`src/rtl/intra_pkg.sv`:
```
// intra_pkg: shared types, TU size encoding, mode classes and the HEVC intraPredAngle table.
package intra_pkg;
  typedef enum logic {IDLE, RUN} state_t;
  typedef enum logic [1:0] {TU4, TU8, TU16, TU32} tu_size_t;
  localparam logic [5:0] PLANAR = 6'd0;
  localparam logic [5:0] DC = 6'd1;
  localparam logic [5:0] HOR_LAST = 6'd17;
  localparam logic [5:0] ANG_LAST = 6'd34;
  // One bit wider than the table needs for -32..31 so that +32 (modes 2 and 34) is representable.
  localparam int ANG_W = 7;
  localparam logic signed [ANG_W-1:0] ANG_LUT [0:32] = '{
    7'sd32, 7'sd26, 7'sd21, 7'sd17, 7'sd13, 7'sd9, 7'sd5, 7'sd2, 7'sd0,
    -7'sd2, -7'sd5, -7'sd9, -7'sd13, -7'sd17, -7'sd21, -7'sd26, -7'sd32,
    -7'sd26, -7'sd21, -7'sd17, -7'sd13, -7'sd9, -7'sd5, -7'sd2, 7'sd0,
    7'sd2, 7'sd5, 7'sd9, 7'sd13, 7'sd17, 7'sd21, 7'sd26, 7'sd32
  };
  function automatic logic is_ang(input logic [5:0] m);
    return m != PLANAR && m != DC && m <= ANG_LAST;
  endfunction
  function automatic logic signed [ANG_W-1:0] ang_of(input logic [5:0] m);
    return is_ang(m) ? ANG_LUT[m - 6'd2] : '0;
  endfunction
endpackage

```
`src/rtl/intra_l1_angcalc.sv`:
```
// intra_l1_angcalc: combinational per-row move/weight and saturated reference-window base for one 4x4 block.
module intra_l1_angcalc
  import intra_pkg::*;
#(
  parameter int REFB_W = 8
) (
  input  logic [2:0]              main,
  input  logic [2:0]              side,
  input  logic signed [ANG_W-1:0] angle,
  output logic [11:0]             move,
  output logic [19:0]             weight,
  output logic signed [REFB_W-1:0] ref_base
);
  localparam logic signed [11:0] RB_MAX = 12'((1 << (REFB_W - 1)) - 1);
  localparam logic signed [11:0] RB_MIN = -RB_MAX - 12'sd1;
  logic signed [11:0] ang, base, rb;
  logic signed [11:0] pos [4];
  logic signed [11:0] idx [4];
  always_comb begin
    ang = 12'(angle);
    move = '0;
    weight = '0;
    for (int i = 0; i < 4; i++) begin
      pos[i] = $signed(12'({main, 2'(i)}) + 12'd1) * ang;
      idx[i] = pos[i] >>> 5;
    end
    base = angle[ANG_W-1] ? idx[3] : idx[0];
    for (int i = 0; i < 4; i++) begin
      move[11-3*i -: 3] = 3'(idx[i] - base);
      weight[19-5*i -: 5] = pos[i][4:0];
    end
    rb = base + $signed(12'({side, 2'b00}));
    ref_base = rb > RB_MAX ? RB_MAX[REFB_W-1:0] : rb < RB_MIN ? RB_MIN[REFB_W-1:0] : rb[REFB_W-1:0];
  end
endmodule

```
`src/rtl/intra_l1_sched.sv`:
```
// intra_l1_sched: walks one TU in 4x4 blocks and drives the L1 intra datapath controls.
// INTRA_L1_SCHED_COLSCAN_EN: horizontal-class jobs scan column-major instead of raster.
module intra_l1_sched
  import intra_pkg::*;
#(
  parameter int bitDepth = 8,
  parameter int REFB_W = 8
) (
  input  logic                     clk,
  input  logic                     rst_n,
  input  logic                     start_valid,
  output logic                     start_ready,
  input  logic [1:0]               tu_size,
  input  logic [5:0]               pred_mode,
  output logic                     blk_valid,
  input  logic                     blk_ready,
  output logic                     bStop,
  output logic [2:0]               X,
  output logic [2:0]               Y,
  output logic [11:0]              move,
  output logic [19:0]              weight,
  output logic signed [REFB_W-1:0] ref_base,
  output logic                     transpose,
  output logic                     done
);
  state_t state_q, state_d;
  tu_size_t size_q, size_d;
  logic [5:0] mode_q, mode_d, m;
  logic blk_valid_q, blk_valid_d, done_q, done_d, transpose_q, transpose_d;
  logic [2:0] x_q, x_d, y_q, y_d, lim, nx, ny, c_main, c_side;
  logic [11:0] move_q, move_d, c_move;
  logic [19:0] weight_q, weight_d, c_weight;
  logic signed [REFB_W-1:0] ref_base_q, ref_base_d, c_ref;
  logic idle, accept, hs, col, wrap_x, wrap_y, last, load, ang, hor;
  always_comb begin
    idle = state_q == IDLE;
    accept = idle & start_valid;
    hs = blk_valid_q & blk_ready;
    lim = 3'((4'd1 << size_q) - 4'd1);
`ifdef INTRA_L1_SCHED_COLSCAN_EN
    col = transpose_q;
`else
    col = 1'b0;
`endif
    wrap_x = x_q == lim;
    wrap_y = y_q == lim;
    last = wrap_x & wrap_y;
    nx = idle ? 3'd0 : col ? (wrap_y ? x_q + 3'd1 : x_q) : (wrap_x ? 3'd0 : x_q + 3'd1);
    ny = idle ? 3'd0 : col ? (wrap_y ? 3'd0 : y_q + 3'd1) : (wrap_x ? y_q + 3'd1 : y_q);
    // During acceptance the job is not latched yet, so the first block uses the live mode.
    m = idle ? pred_mode : mode_q;
    ang = is_ang(m);
    hor = ang && m <= HOR_LAST;
    c_main = hor ? nx : ny;
    c_side = hor ? ny : nx;
    load = idle ? start_valid : hs & ~last;
    state_d = idle ? (start_valid ? RUN : IDLE) : (hs & last ? IDLE : RUN);
    size_d = accept ? tu_size_t'(tu_size) : size_q;
    mode_d = accept ? pred_mode : mode_q;
    transpose_d = accept ? hor : transpose_q;
    blk_valid_d = load | (blk_valid_q & ~hs);
    done_d = ~idle & hs & last;
    x_d = load ? nx : x_q;
    y_d = load ? ny : y_q;
    move_d = load ? (ang ? c_move : '0) : move_q;
    weight_d = load ? (ang ? c_weight : '0) : weight_q;
    ref_base_d = load ? (ang ? c_ref : '0) : ref_base_q;
  end
  intra_l1_angcalc #(.REFB_W(REFB_W)) u_angcalc (
    .main    (c_main),
    .side    (c_side),
    .angle   (ang_of(m)),
    .move    (c_move),
    .weight  (c_weight),
    .ref_base(c_ref)
  );
  always_ff @(posedge clk) begin
    if (!rst_n) begin
      state_q <= IDLE;
      size_q <= TU4;
      mode_q <= '0;
      blk_valid_q <= 1'b0;
      done_q <= 1'b0;
      transpose_q <= 1'b0;
      x_q <= '0;
      y_q <= '0;
      move_q <= '0;
      weight_q <= '0;
      ref_base_q <= '0;
    end else begin
      state_q <= state_d;
      size_q <= size_d;
      mode_q <= mode_d;
      blk_valid_q <= blk_valid_d;
      done_q <= done_d;
      transpose_q <= transpose_d;
      x_q <= x_d;
      y_q <= y_d;
      move_q <= move_d;
      weight_q <= weight_d;
      ref_base_q <= ref_base_d;
    end
  end
  assign start_ready = idle;
  assign blk_valid = blk_valid_q;
  assign bStop = blk_valid_q & ~blk_ready;
  assign X = x_q;
  assign Y = y_q;
  assign move = move_q;
  assign weight = weight_q;
  assign ref_base = ref_base_q;
  assign transpose = transpose_q;
  assign done = done_q;
endmodule

```
`config.mk`:
```
export PLATFORM = sky130hd
export DESIGN_NAME = intra_l1_sched
export DESIGN_NICKNAME = d
export VERILOG_FILES = /design/src/rtl/intra_pkg.sv /design/src/rtl/intra_l1_angcalc.sv /design/src/rtl/intra_l1_sched.sv
export SDC_FILE = /design/constraint.sdc
export NUM_CORES = 1
export LEC_CHECK = 0
export CORE_UTILIZATION = 40
export DETAILED_ROUTE_END_ITERATION = 8
export GPL_TIMING_DRIVEN = 0
export PLACE_DENSITY = 0.59
export SYNTH_ARGS = -nofsm -noshare
export SYNTH_HDL_FRONTEND = slang
export SYNTH_HIERARCHICAL = 1
export SYNTH_SLANG_ARGS = --single-unit
```
`constraint.sdc`:
```
create_clock -name clk -period 8.55 [get_ports clk]
set_input_delay 1.71 -clock clk [delete_from_list [all_inputs] [get_ports clk]]
set_output_delay 1.71 -clock clk [all_outputs]
set_load 0.005 [all_outputs]
```
Word-level counts from Yosys, hierarchy flattened:

Memories as Yosys holds them, arrays and structs flattened.
Index checks and enable logic that the tools add are counted.

* logic and storage cells: 77
* ROM bits: 448
* input bits: 12
* memories: 1
* output and inout port bits: 51
* bits in registers: 58

* bitwise logic cells: 15
* order comparisons: 5
* eq/ne operators: 3
* shift-type cells: 1
* $add $sub $neg: 13
* reductions and logical operators: 4
* $mul: 4
* mux-type cells: 20

Memory list
* (no name shown): words 64, bits a word 7, rd ports 1, clocked after Yosys merged registers in 0, write ports 0, line intra_pkg.sv:21 `return is_ang(m) ? ANG_LUT[m - 6'd2] : '0;`

Operators with widths (count)
* adder 5 x 1 -> 6 bit, second input constant: 4
* multiplier 7 x 7 -> 12 bit: 2
* two-way mux 12 bit: 2
* two-way mux 8 bit: 3
* two-way mux 7 bit: 3
* two-way mux 20 bit: 1
* two-way mux 3 bit: 6
* multiplier 7 x 7 -> 8 bit: 2
* adder 12 x 6 -> 12 bit: 1
* > comparator 12 x 8 -> 1 bit, second input constant: 1
* less-than comparator 12 x 8 -> 1 bit, second input constant: 1
* subtractor 3 bit: 4
* bitwise AND 1 bit: 9
* greater-or-equal comparator 7 bit, second input constant: 1
* inverter 6 -> 7 bit: 1
* adder 3 x 1 -> 3 bit, second input constant: 2
* equality test 3 bit: 2
* <= comparator 6 x 5 -> 1 bit, second input constant: 1
* <= comparator 6 bit, second input constant: 1
* two-way mux 6 bit: 1
* inequality test 6 x 1 -> 1 bit, second input constant: 1
* nonzero test 6 bit: 1
* subtractor 6 x 2 -> 6 bit, second input constant: 1
* two-way mux 1 bit: 4
* 5 further kinds: 10

Longest topological paths before layout:

Gate-level depths: netlist (run 1).

* depth in word-level cells: 14
* depth in mapped cells: 35
* depth with buffers taken out: 32

Hierarchy:

The synthesis (run 1) kept the hierarchy.

By module, submodules not included
* intra_l1_angcalc: cells each 425, instances 1, area each 3594.7 µm², sequential area each 0.0 µm²
* intra_l1_sched: cells each 384, instances 1, area each 3305.7 µm², sequential area each 1161.1 µm²

Least setup slack after synthesis (run 1):

No wires, ideal clock.

* kind: input -> register
* start point: input pred_mode[1]
* end point: register ref_base_q[4] (netlist: ref_base[4])
* library setup time: 0.072 ns
* stages on the path: 26
* path buffers: 2
* required time: 8.478 ns
* path slack: -0.327 ns
* arrival time: 8.806 ns
* path through: mux2i_1 ha_1 clkbuf_1 a21oi_1 nor2_1 a2111oi_1 nand2_1 fa_1 fa_1 fa_1 fa_1 inv_1 ha_1 nor2b_1 o31a_1 a211oi_1 a21o_1 ha_1 a21oi_1 nand2b_1 ha_1 clkbuf_1 o21ai_1 o221ai_1 nand3_1 mux2i_1

* cells in the longest elaborated chain, start to end: 14
* elaborated cells between the ends (all ways): 27
* those cells by class: add/sub (4); mul (2); order compare (4); eq/ne (1); mux (10); bitwise (1); reduce/logical (4); memory (1)

RTL lines
* start: declaration: line intra_l1_sched.sv:14 `input logic [5:0] pred_mode,`
* two-way mux 6 bit *: line intra_l1_sched.sv:51 `m = idle ? pred_mode : mode_q;`
* subtractor 6 x 2 -> 6 bit, or another cell as far along: line intra_pkg.sv:21
* inverter 6 -> 7 bit (implied by the code) or logical AND 1 bit (tied branches): line intra_pkg.sv:21, intra_pkg.sv:18
* memory (64 x 7 bit) or logical AND 1 bit (tied branches)
* two-way mux 7 bit (implied by the code) or logical AND 1 bit (tied branches): line intra_pkg.sv:21, intra_l1_sched.sv:53
* two-way mux 7 bit (implied by the code) or two-way mux 3 bit (tied branches): line intra_pkg.sv:21, intra_l1_sched.sv:54
* two-way mux 7 bit or adder 5 x 1 -> 6 bit (tied branches): line intra_pkg.sv:21, intra_l1_angcalc.sv:24
* multiplier 7 x 7 -> 12 bit: line intra_l1_angcalc.sv:24 `pos[i] = $signed(12'({main, 2'(i)}) + 12'd1) * ang;`
* two-way mux 12 bit: line intra_l1_angcalc.sv:27 `base = angle[ANG_W-1] ? idx[3] : idx[0];`
* adder 12 x 6 -> 12 bit *: line intra_l1_angcalc.sv:32 `rb = base + $signed(12'({side, 2'b00}));`
* less-than comparator 12 x 8 -> 1 bit: line intra_l1_angcalc.sv:33 `ref_base = rb > RB_MAX ? RB_MAX[REFB_W-1:0] : rb < RB_MIN ? RB_MIN[REFB_W-1:0] : rb[REFB_W-1:0];`
* two-way mux 8 bit: line intra_l1_angcalc.sv:33
* two-way mux 8 bit *: line intra_l1_angcalc.sv:33
* net c_ref[4]: line intra_l1_sched.sv:33 `logic signed [REFB_W-1:0] ref_base_q, ref_base_d, c_ref;`
* two-way mux 8 bit *: line intra_l1_sched.sv:67 `ref_base_d = load ? (ang ? c_ref : '0) : ref_base_q;`
* end signal: assignment: line intra_l1_sched.sv:101 `ref_base_q <= ref_base_d;`
* end: declaration: line intra_l1_sched.sv:33

The timed path passes the listed nets; every way through them passes the cells marked *. The select of a mux whose other input is x is not followed.
A chain may end at the register's enable or synchronous reset.

Worst setup path in the final report (run 1):

* start point: input pred_mode[3]
* end point: register ref_base_q[6] (netlist: ref_base[6])

Same word-level chain as after synthesis.

==> results.json, run 1 <==
{
  "die_area_um2": 17800,
  "hold_viol_final": 0,
  "drt-initial-drc-count": 358,
  "wire_per_inst_um": 15.8,
  "p_comb_share_pct": 60.4,
  "cts_buffers": 9,
  "die_x_um": 133,
  "wl_met3_um": 524,
  "async_reset_ff_share_pct": 0,
  "max_stage_delay_ns": 0.53,
  "syn2layout_area_growth_pct": 29.4,
  "num_antenna_cells": 0,
  "postCtsHoldBufs": 0,
  "highest_layer": "met4",
  "crit_buf_inv": 6,
  "synthFlopType": "dfxtp_1",
  "yosysSeqAreaShare_pct": 16.8,
  "start_util_pct": 41.3,
  "gp_congestion": 0.823,
  "p_leak_nw": 4.13,
  "firstDrtPassIters": 5,
  "htree_levels": 3,
  "fin_skew_ns": 0.0108,
  "synth_area_um2": 6900,
  "wl_met1_mm": 9.22,
  "fmax_ghz": 0.122,
  "cts_num_sinks": 58,
  "die_y_um": 133,
  "finalSetupViolations": 0,
  "layout_common_cells": "101 x ha_1, 95 x inv_1, 88 x nand2_1",
  "swShare_pct": 40.9,
  "clkTransAtPathRegs_ns": 0.06,
  "via_count": 5949,
  "worst_pin_slew_ns": 0.933,
  "min_period_over_period_pct": 95.6,
  "boundaryPins": 63,
  "wl_mm": 18.1,
  "grt_pass1_wl_mm": 30.3,
  "r2r_cells": 33,
  "setup_tns_ns": 0,
  "rows": 47,
  "ys_types": 67,
  "core_um2": 16700,
  "slew_headroom_pct": 37.5,
  "fin_nets": 1079,
  "cpMostUsedCell": "inv_1",
  "ant_nets": 0,
  "worstReg2RegEnd": "ref_base[6]",
  "critPathTopFamily": "adder cells",
  "min_from": "transpose",
  "cp_max_fo": 6,
  "startpoint_type": "primary input",
  "final_util_pct": 53.5,
  "cp_data_arrival_time_ns": 8.43,
  "rrSetupSlack_ns": 1.02,
  "maxCapViolations": 0,
  "grt_pass1_vias": 5839,
  "rr_startpoint": "state_q",
  "power_density_nw_per_um2": 199,
  "portBuffers": 61,
  "p_clk_share_pct": 21.3,
  "met2_length_mm": 8.08,
  "cts-root-buf": "clkbuf_16",
  "synth_edf_count": 0,
  "grt_usage_pct": 21.2,
  "via_per_inst": 5.20,
  "yosysWarnings": 6,
  "synth_area_per_cell_um2": 8.53,
  "cts_max_path_buffers": 2,
  "endpoint_kind": "flop",
  "worst_ep_required_time_ns": 8.80,
  "ys_seq_elements": 58,
  "grt_antenna_before_repair": 0,
  "peakVddDrop_uv": 112,
  "final_layout_size_suffix_gt1_share_pct": 15.9,
  "final_common_cell": "ha_1",
  "grt_max_degree": 12,
  "final_max_slew_viol_count": 0,
  "clkLatencyLatePin_ns": 0.33,
  "seq_power_share_pct": 18.3,
  "slowest_stage": "fa_1",
  "p_int_mw": 1.05,
  "whs_endpoint": "transpose",
  "period_needed_ns": 8.17,
  "total_power_mw": 1.78,
  "status": "finished, final reports clean",
  "whs_path_depth": 2,
  "gr-total-overflow": 0,
  "critPathKind": "in -> reg",
  "tritoncts": "done",
  "hold_ws_ns": 0.455,
  "drc": 0,
  "switchingPower_mw": 0.727,
  "dp_hpwl_mm": 13.3,
  "syn-instance-count": 809,
  "min_path_type": "reg -> reg"
}
==> cells by family after synthesis <==
family / Yosys count / synth area share (%)
other: 1 / 0.0543
multiplexers: 56 / 8.69
AO/OA/AOI/OAI: 120 / 12.0
flip-flops: 58 / 16.8
adder cells (fa/ha/maj): 148 / 30.9
AND/OR/NAND/NOR: 247 / 17.6
XOR/XNOR: 41 / 5.40
buffers and inverters: 138 / 8.58
==> per-layer routing <==
metal | track usage (%) | vias to the layer above
met5 | 0 | -
met4 | 5.68 | 0
met3 | 2.09 | 21
met2 | 33.9 | 116
met1 | 30.4 | 2817
li1 | - | 2995
==> final cells by class <==
class | instances | area, µm²
buffer | 39 | 256
timing repair buffer | 98 | 900
sequential | 58 | 1160
multi-input combinational | 615 | 5650
inverter | 98 | 370
tap | 220 | 275
clock buffer | 11 | 233
fill | 1584 | 7770
clock inverter | 5 | 78.8
==> per-stage QoR <==
step                worst slack [ns]  cell area, µm²  cells
floorplan                    0.00728            6940    811
global placement               -2.12            7830   1092
detailed placement             -1.76            7830   1092
CTS                           0.0232            8560   1125
global route                -0.00154            8930   1144
finish                         0.375            8930   1144
==> sequential cells by signal, summed over array words and instances, names as in the netlist <==
register / flops
weight: 20
move: 12
ref_base: 8
mode_q: 6
X: 3
Y: 3
size_q: 2
blk_valid: 1
done: 1
state_q: 1
transpose: 1
==> power by group through the flow <==
stage	Combinational (mW)	Clock, mW	Sequential, mW
after CTS	1.01	0.384	0.325
final	1.07	0.378	0.325
after global placement	0.918	0	0.329
after floorplan	0.642	0	0.328
after global routing	1.20	0.396	0.329
after detailed placement	0.921	0	0.329
==> synthesized netlist by cell type (8+ instances only) <==
library cell / count / share of area [%]
xnor2_1: 27 / 3.4
and3_1: 9 / 0.82
buf_4: 8 / 0.87
nand2_1: 89 / 4.8
inv_1: 98 / 5.3
clkbuf_1: 20 / 1.1
o21ai_0: 13 / 0.94
and2_1: 20 / 1.8
a21oi_1: 34 / 2.5
nand3_1: 51 / 3.7
fa_1: 37 / 11
xor2_1: 13 / 1.7
dfxtp_1: 58 / 17
nor2_1: 30 / 1.6
mux2i_1: 49 / 7.1
nor2b_1: 14 / 1.3
ha_1: 111 / 20
==> what timing repair did <==
action                                  in CTS  in global routing
resized for setup                           55                 45
pin swaps                                   14                 31
buffers inserted                            18                 19
endpoints found under the setup margin      18                 10
==> how the worst max path moves through the flow <==
stage | start | endpoint | slack (ns) | cells past startpoint
6_report | pred_mode[3] | ref_base[6] | 0.38 | 30
5_1_grt | pred_mode[3] | ref_base[6] | -0.002 | 30
3_3_place_gp | pred_mode[1] | ref_base[6] | -2.12 | 33
4_1_cts | pred_mode[0] | ref_base[1] | 0.02 | 29
3_5_place_dp | pred_mode[1] | ref_base[6] | -1.76 | 34
2_1_floorplan | pred_mode[1] | ref_base[4] | 0.007 | 31
==> worst min-delay path, stage by stage (launching register included) <==
cell and delay (ns):
dfxtp_1 0.31, nand2_1 0.05, a21oi_1 0.05
Power figures use the tool's default switching activity.
==> run 2, diff against run 1 <==
Settings changed: SETUP_SLACK_MARGIN from default to 0.1.
==> results.json, run 2 (same netlist as run 1, synthesis figures left out) <==
{
  "portBuffers": 61,
  "stdcell_area_um2": 9100,
  "p_int_mw": 1.07,
  "final_layout_size_suffix_gt1_share_pct": 18.2,
  "clkTransAtPathRegs_ns": 0.05,
  "cts-root-buf": "clkbuf_16",
  "p_comb_share_pct": 60.5,
  "min_from": "mode_q[0]",
  "drt-initial-drc-count": 255,
  "swShare_pct": 40.7,
  "crit_end": "ref_base[3]",
  "final_common_cell": "ha_1",
  "critPathKind": "in -> reg",
  "fin_skew_ns": 0.00538,
  "p_clk_share_pct": 21.5,
  "worst_ep_required_time_ns": 8.80,
  "die_x_um": 133,
  "r2r_cells": 32,
  "gp_congestion": 0.821,
  "drc": 0,
  "via_per_inst": 5.17,
  "hold_ws_ns": 0.454,
  "start_util_pct": 41.3,
  "tritoncts": "done",
  "wire_per_inst_um": 15.8,
  "maxCapViolations": 0,
  "final_max_slew_viol_count": 0,
  "worst_pin_slew_ns": 0.868,
  "wl_mm": 18.3,
  "rrSetupSlack_ns": 0.80,
  "grt_pass1_wl_mm": 29.4,
  "max_stage_delay_ns": 0.62,
  "min_path_type": "reg -> reg",
  "status": "finished, final reports clean",
  "postCtsHoldBufs": 0,
  "rows": 47,
  "rr_startpoint": "state_q",
  "min_period_over_period_pct": 95.9,
  "largest_register_ffs": 20,
  "htree_levels": 3,
  "dp_hpwl_mm": 13.0,
  "clkLatencyLatePin_ns": 0.33,
  "slew_headroom_pct": 41.9,
  "cts_max_path_buffers": 2,
  "place_area_um2": 7840,
  "fin_nets": 1093,
  "num_antenna_cells": 0,
  "cp-startpoint": "pred_mode[3]",
  "period_needed_ns": 8.20,
  "switchingPower_mw": 0.736,
  "seq_power_share_pct": 18.0,
  "slowest_stage": "or4_4",
  "worstReg2RegEnd": "ref_base[3]",
  "peakVddDrop_uv": 127,
  "core_um2": 16700,
  "hold_viol_final": 0,
  "cp_data_arrival_time_ns": 8.45,
  "gr-total-overflow": 0,
  "endpoint_kind": "flop",
  "grt_max_degree": 12,
  "rsz0062_at_grt": "false",
  "cts_num_sinks": 58,
  "whs_path_depth": 2,
  "grt_pass1_vias": 5720,
  "cpMostUsedCell": "ha_1",
  "cts_buffers": 9,
  "fmax_ghz": 0.122,
  "die_area_um2": 17800,
  "finalSetupViolations": 0,
  "via_count": 5987,
  "p_leak_nw": 4.19,
  "cp_max_fo": 6,
  "firstDrtPassIters": 5,
  "syn2layout_area_growth_pct": 31.9,
  "grt_usage_pct": 20.8,
  "startpoint_type": "primary input",
  "layout_common_cells": "97 x ha_1, 92 x inv_1, 87 x nand2_1",
  "ant_nets": 0,
  "power_density_nw_per_um2": 199,
  "grt_antenna_before_repair": 0,
  "boundaryPins": 63,
  "die_y_um": 133
}
run 2: cell types whose count changed in the layout (fill, tap and decap cells not counted), moves of 4 or more:
cell	previous run	this run
buf_6	7	11
ha_2	0	4
buf_4	45	50
ha_1	101	97
run 2: power by group through the flow:
stage	Sequential [mW]	Combinational, mW	Clock, mW
floorplan	0.328	0.644	0
global placement	0.329	0.923	0
detailed placement	0.329	0.917	0
CTS	0.324	1.03	0.394
global route	0.328	1.21	0.409
finish	0.325	1.09	0.389
run 2: stage by stage:
step	power (mW)	instances	setup TNS [ns]	setup slack, ns	utilization [%]
6_report	1.81	1158	0	0.352	54.5
2_1_floorplan	0.972	811	0	0.133	-
4_1_cts	1.75	1140	0	0.103	52.2
3_5_place_dp	1.25	1092	-16.71	-1.54	47.0
5_1_grt	1.95	1158	0	0.0844	54.5
3_3_place_gp	1.25	1092	-17.10	-1.59	47.0
run 2: cell type report:
| cell class | instances | area, µm² |
|---|---|---|
| clock buffer | 11 | 243 |
| timing repair buffer | 111 | 1020 |
| tap | 220 | 275 |
| buffer | 39 | 270 |
| clock inverter | 5 | 77.6 |
| multi-input combinational | 616 | 5680 |
| fill | 1534 | 7600 |
| inverter | 98 | 373 |
| sequential | 58 | 1160 |
run 2: critical path, delay by kind of cell:
family	cells	cell delay, ns
and+or+nand+nor	6	1.46
buffers and inverters	8	1.30
xor gates and xnor gates	1	0.48
muxes	1	0.16
adders and majority gates	6	1.92
AOI/OAI and AO/OA	8	1.42
run 2: timing repair:
item | in CTS | in global routing
cloned | 1 | 1
buffers inserted | 32 | 17
setup endpoints to repair | 16 | 10
pin swaps | 20 | 41
resized for setup | 60 | 52
run 2: how the worst min path moves through the flow:
stage,to,slack (ns)
after floorplan,mode_q[0],0.43
after CTS,mode_q[0],0.46
after global placement,mode_q[0],0.44
final,mode_q[0],0.45
after detailed placement,move[0],0.45
after global routing,weight[17],0.47
run 2: routing by layer:
metal	GRT usage (%)	part of all wire (%)	wire, µm
met3	2.21	3.3	603
met1	30.3	50	9230
met5	0	0	0
met2	32.2	45	8150
met4	5.87	1.7	305
==> RTL change, RTL diff (settings of run 2) <==
The option `INTRA_L1_SCHED_COLSCAN_EN` is turned on by a define.
--- a/src/rtl/intra_l1_sched.sv
+++ b/src/rtl/intra_l1_sched.sv
@@ -2,2 +2,4 @@
 // INTRA_L1_SCHED_COLSCAN_EN: horizontal-class jobs scan column-major instead of raster.
+`define INTRA_L1_SCHED_COLSCAN_EN
+
 module intra_l1_sched
Behaviour: not the same (Yosys sat finds a counterexample within 4 cycles, from zero or initial values and one cycle with rst_n low).
==> RTL change against run 2 <==
  * Core utilization shrank 0.47 points
  * Die area is 2.2% higher
  * Via count grew 1.3%
  * Cell count grew 0.43%
  * Setup slack about the same
  * Sequential share of layout area down 0.29 points
  * Routed wire length rose by 0.74%
  * Synthesized area grew 2.2%
  * Clock power decreased by 5%
  * Design area rose by 2.3%
  * Hold slack better by 2.6 ps
  * Clock skew up 1.2 ps
  * Power rose by 1.9%
  * Sequential cell count is the same
  * Largest power group unchanged
  * Highest routed layer unchanged
==> RTL change: results <==
metrics = {
    "grt": {
        "grt_pass1_vias": 5825,
        "antenna_found_initial": 0,
        "grt_pass1_wl_um": 29500,
        "grt_use_total": 0.205,
        "grt_max_degree": 12,
    },
    "worst_setup_path": {
        "crit_slowest_cell": "fa_1",
        "arrival_ps": 8460,
        "cp_slowest_stage_delay_ps": 520,
        "critPathMaxFanout": 6,
        "reg2reg_depth": 34,
    },
    "final_layout": {
        "nets": 1093,
        "drive_above_1_share": 0.188,
        "diodes": 0,
        "n_fill_cell": 1602,
        "largest_reg_flops": 20,
    },
    "logic_synthesis": {
        "synth_area_leaders": "ha_1 20%, dfxtp_1 16%, fa_1 11%",
        "ys_warn_count": 6,
        "synth.distinct_cells": 68,
        "yosysMostFrequentCell": "ha_1",
        "async_flop_share": 0,
        "synth_ff_type": "dfxtp_1",
        "synthTopCellsByCount": "111 x ha_1, 100 x inv_1, 87 x nand2_1",
        "seq_area_frac_synth": 0.165,
    },
    "clocking": {
        "clock_path_buffers": 2,
        "clk_pin_slew_ps": 60,
        "cts-htree-levels": 3,
        "cts_root_buf": "clkbuf_16",
        "cts_made_buffers": 9,
        "clkLatencyLatePin_ps": 330,
    },
    "hold_path": {
        "worstHoldPathType": "reg -> reg",
        "holdPathStages": 2,
    },
    "place": {
        "dp_worst_setup_slack_ps": -1840,
        "place_hpwl_um": 13600,
        "gp_congestion": 0.858,
        "port_buffers": 61,
    },
    "pwr": {
        "p_sw_mw": 0.763,
        "max-vdd-ir-drop_v": 0.0000945,
        "leakage_nw": 4.25,
    },
    "outcome": {
        "outcome": "complete, no violations",
    },
    "sta": {
        "worst_pin_slew_ps": 975,
        "fmax_ghz": 0.122,
        "skew_ps": 6.57,
    },
    "route": {
        "vias": 6067,
        "routedWlPerCell_um": 15.8,
        "dr.pass1.iters": 4,
        "drtIter0Drc": 358,
    },
}
[RTL change: changes by cell type in the layout (fill, tap and decap cells not counted), sizes merged, moves of 5 or more]
| cell | run 2 | this run |
|---|---|---|
| a21oi | 35 | 22 |
| buf | 71 | 58 |
| a21boi | 2 | 11 |
| and2 | 20 | 26 |
| nor4 | 2 | 7 |
| o2bb2ai | 3 | 8 |
[RTL change: final timing paths]
check / start / endpoint / slack [ps]
setup / recovery: pred_mode[3] / ref_base[3]$_SDFFE_PN0P_ / 350
hold / removal: move[5]$_SDFFE_PN0P_ / move[5]$_SDFFE_PN0P_ / 460
setup reg to reg: state_q$_SDFF_PN0_ / ref_base[3]$_SDFFE_PN0P_ / 780
hold reg to reg: move[5]$_SDFFE_PN0P_ / move[5]$_SDFFE_PN0P_ / 460
[RTL change: metal layers]
| metal | track usage | up-vias | wire [µm] |
|---|---|---|---|
| met3 | 0.0184 | 17 | 423 |
| met5 | 0 | - | 0 |
| met1 | 0.290 | 2893 | 9170 |
| li1 | - | 3051 | - |
| met4 | 0.0506 | 0 | 223 |
| met2 | 0.336 | 106 | 8610 |
[RTL change: worst max-delay path, delay by kind of cell]
family,cells,cell delay (ps)
AND/OR/NAND/NOR,5,550
XOR/XNOR,3,710
buffers and inverters,7,940
adder cells (fa/ha/maj),8,2660
multiplexers,3,840
AO/OA/AOI/OAI,5,1020
[RTL change: what timing repair did]
| item | in CTS | in global routing |
|---|---|---|
| endpoints found under the setup margin | 20 | 10 |
| setup buffers | 23 | 17 |
| pin swaps | 17 | 37 |
| gates cloned | 0 | 1 |
| gates resized for setup | 75 | 61 |
| hold buffers | 0 | 0 |
[RTL change: final cells by class]
type	instances	area, µm²	area share
flip-flops and latches	58	1160	0.125
repair buffers	102	960	0.103
well taps	225	282	0.0302
clock buffers	10	239	0.0257
inverters	100	380	0.0408
multi-input cells	622	5920	0.635
plain buffers	40	307	0.0329
clock inverters	6	66.3	0.00712
[RTL change: kinds of logic after synthesis]
group / synth area share
adders and majority gates: 0.302
AOI/OAI and AO/OA: 0.126
buffers and inverters: 0.0889
DFF: 0.165
xor gates and xnor gates: 0.0529
muxes: 0.0850
other: 0.000532
and+or+nand+nor: 0.181
[RTL change: stage by stage]
stage,area [µm²],hold WS [ps],std cells,util
after global placement,7980,445,1106,0.463
after global routing,9310,476,1163,0.540
after floorplan,7080,440,820,-
final,9310,457,1163,0.540
after CTS,8880,461,1145,0.515
after detailed placement,7980,452,1106,0.463
[RTL change: power groups by stage]
stage	Sequential (mW)	Combinational, mW	Clock [mW]
final	0.325	1.14	0.370
after global routing	0.329	1.27	0.385
after CTS	0.326	1.06	0.374
after detailed placement	0.331	0.928	0
after global placement	0.330	0.924	0
after floorplan	0.331	0.663	0
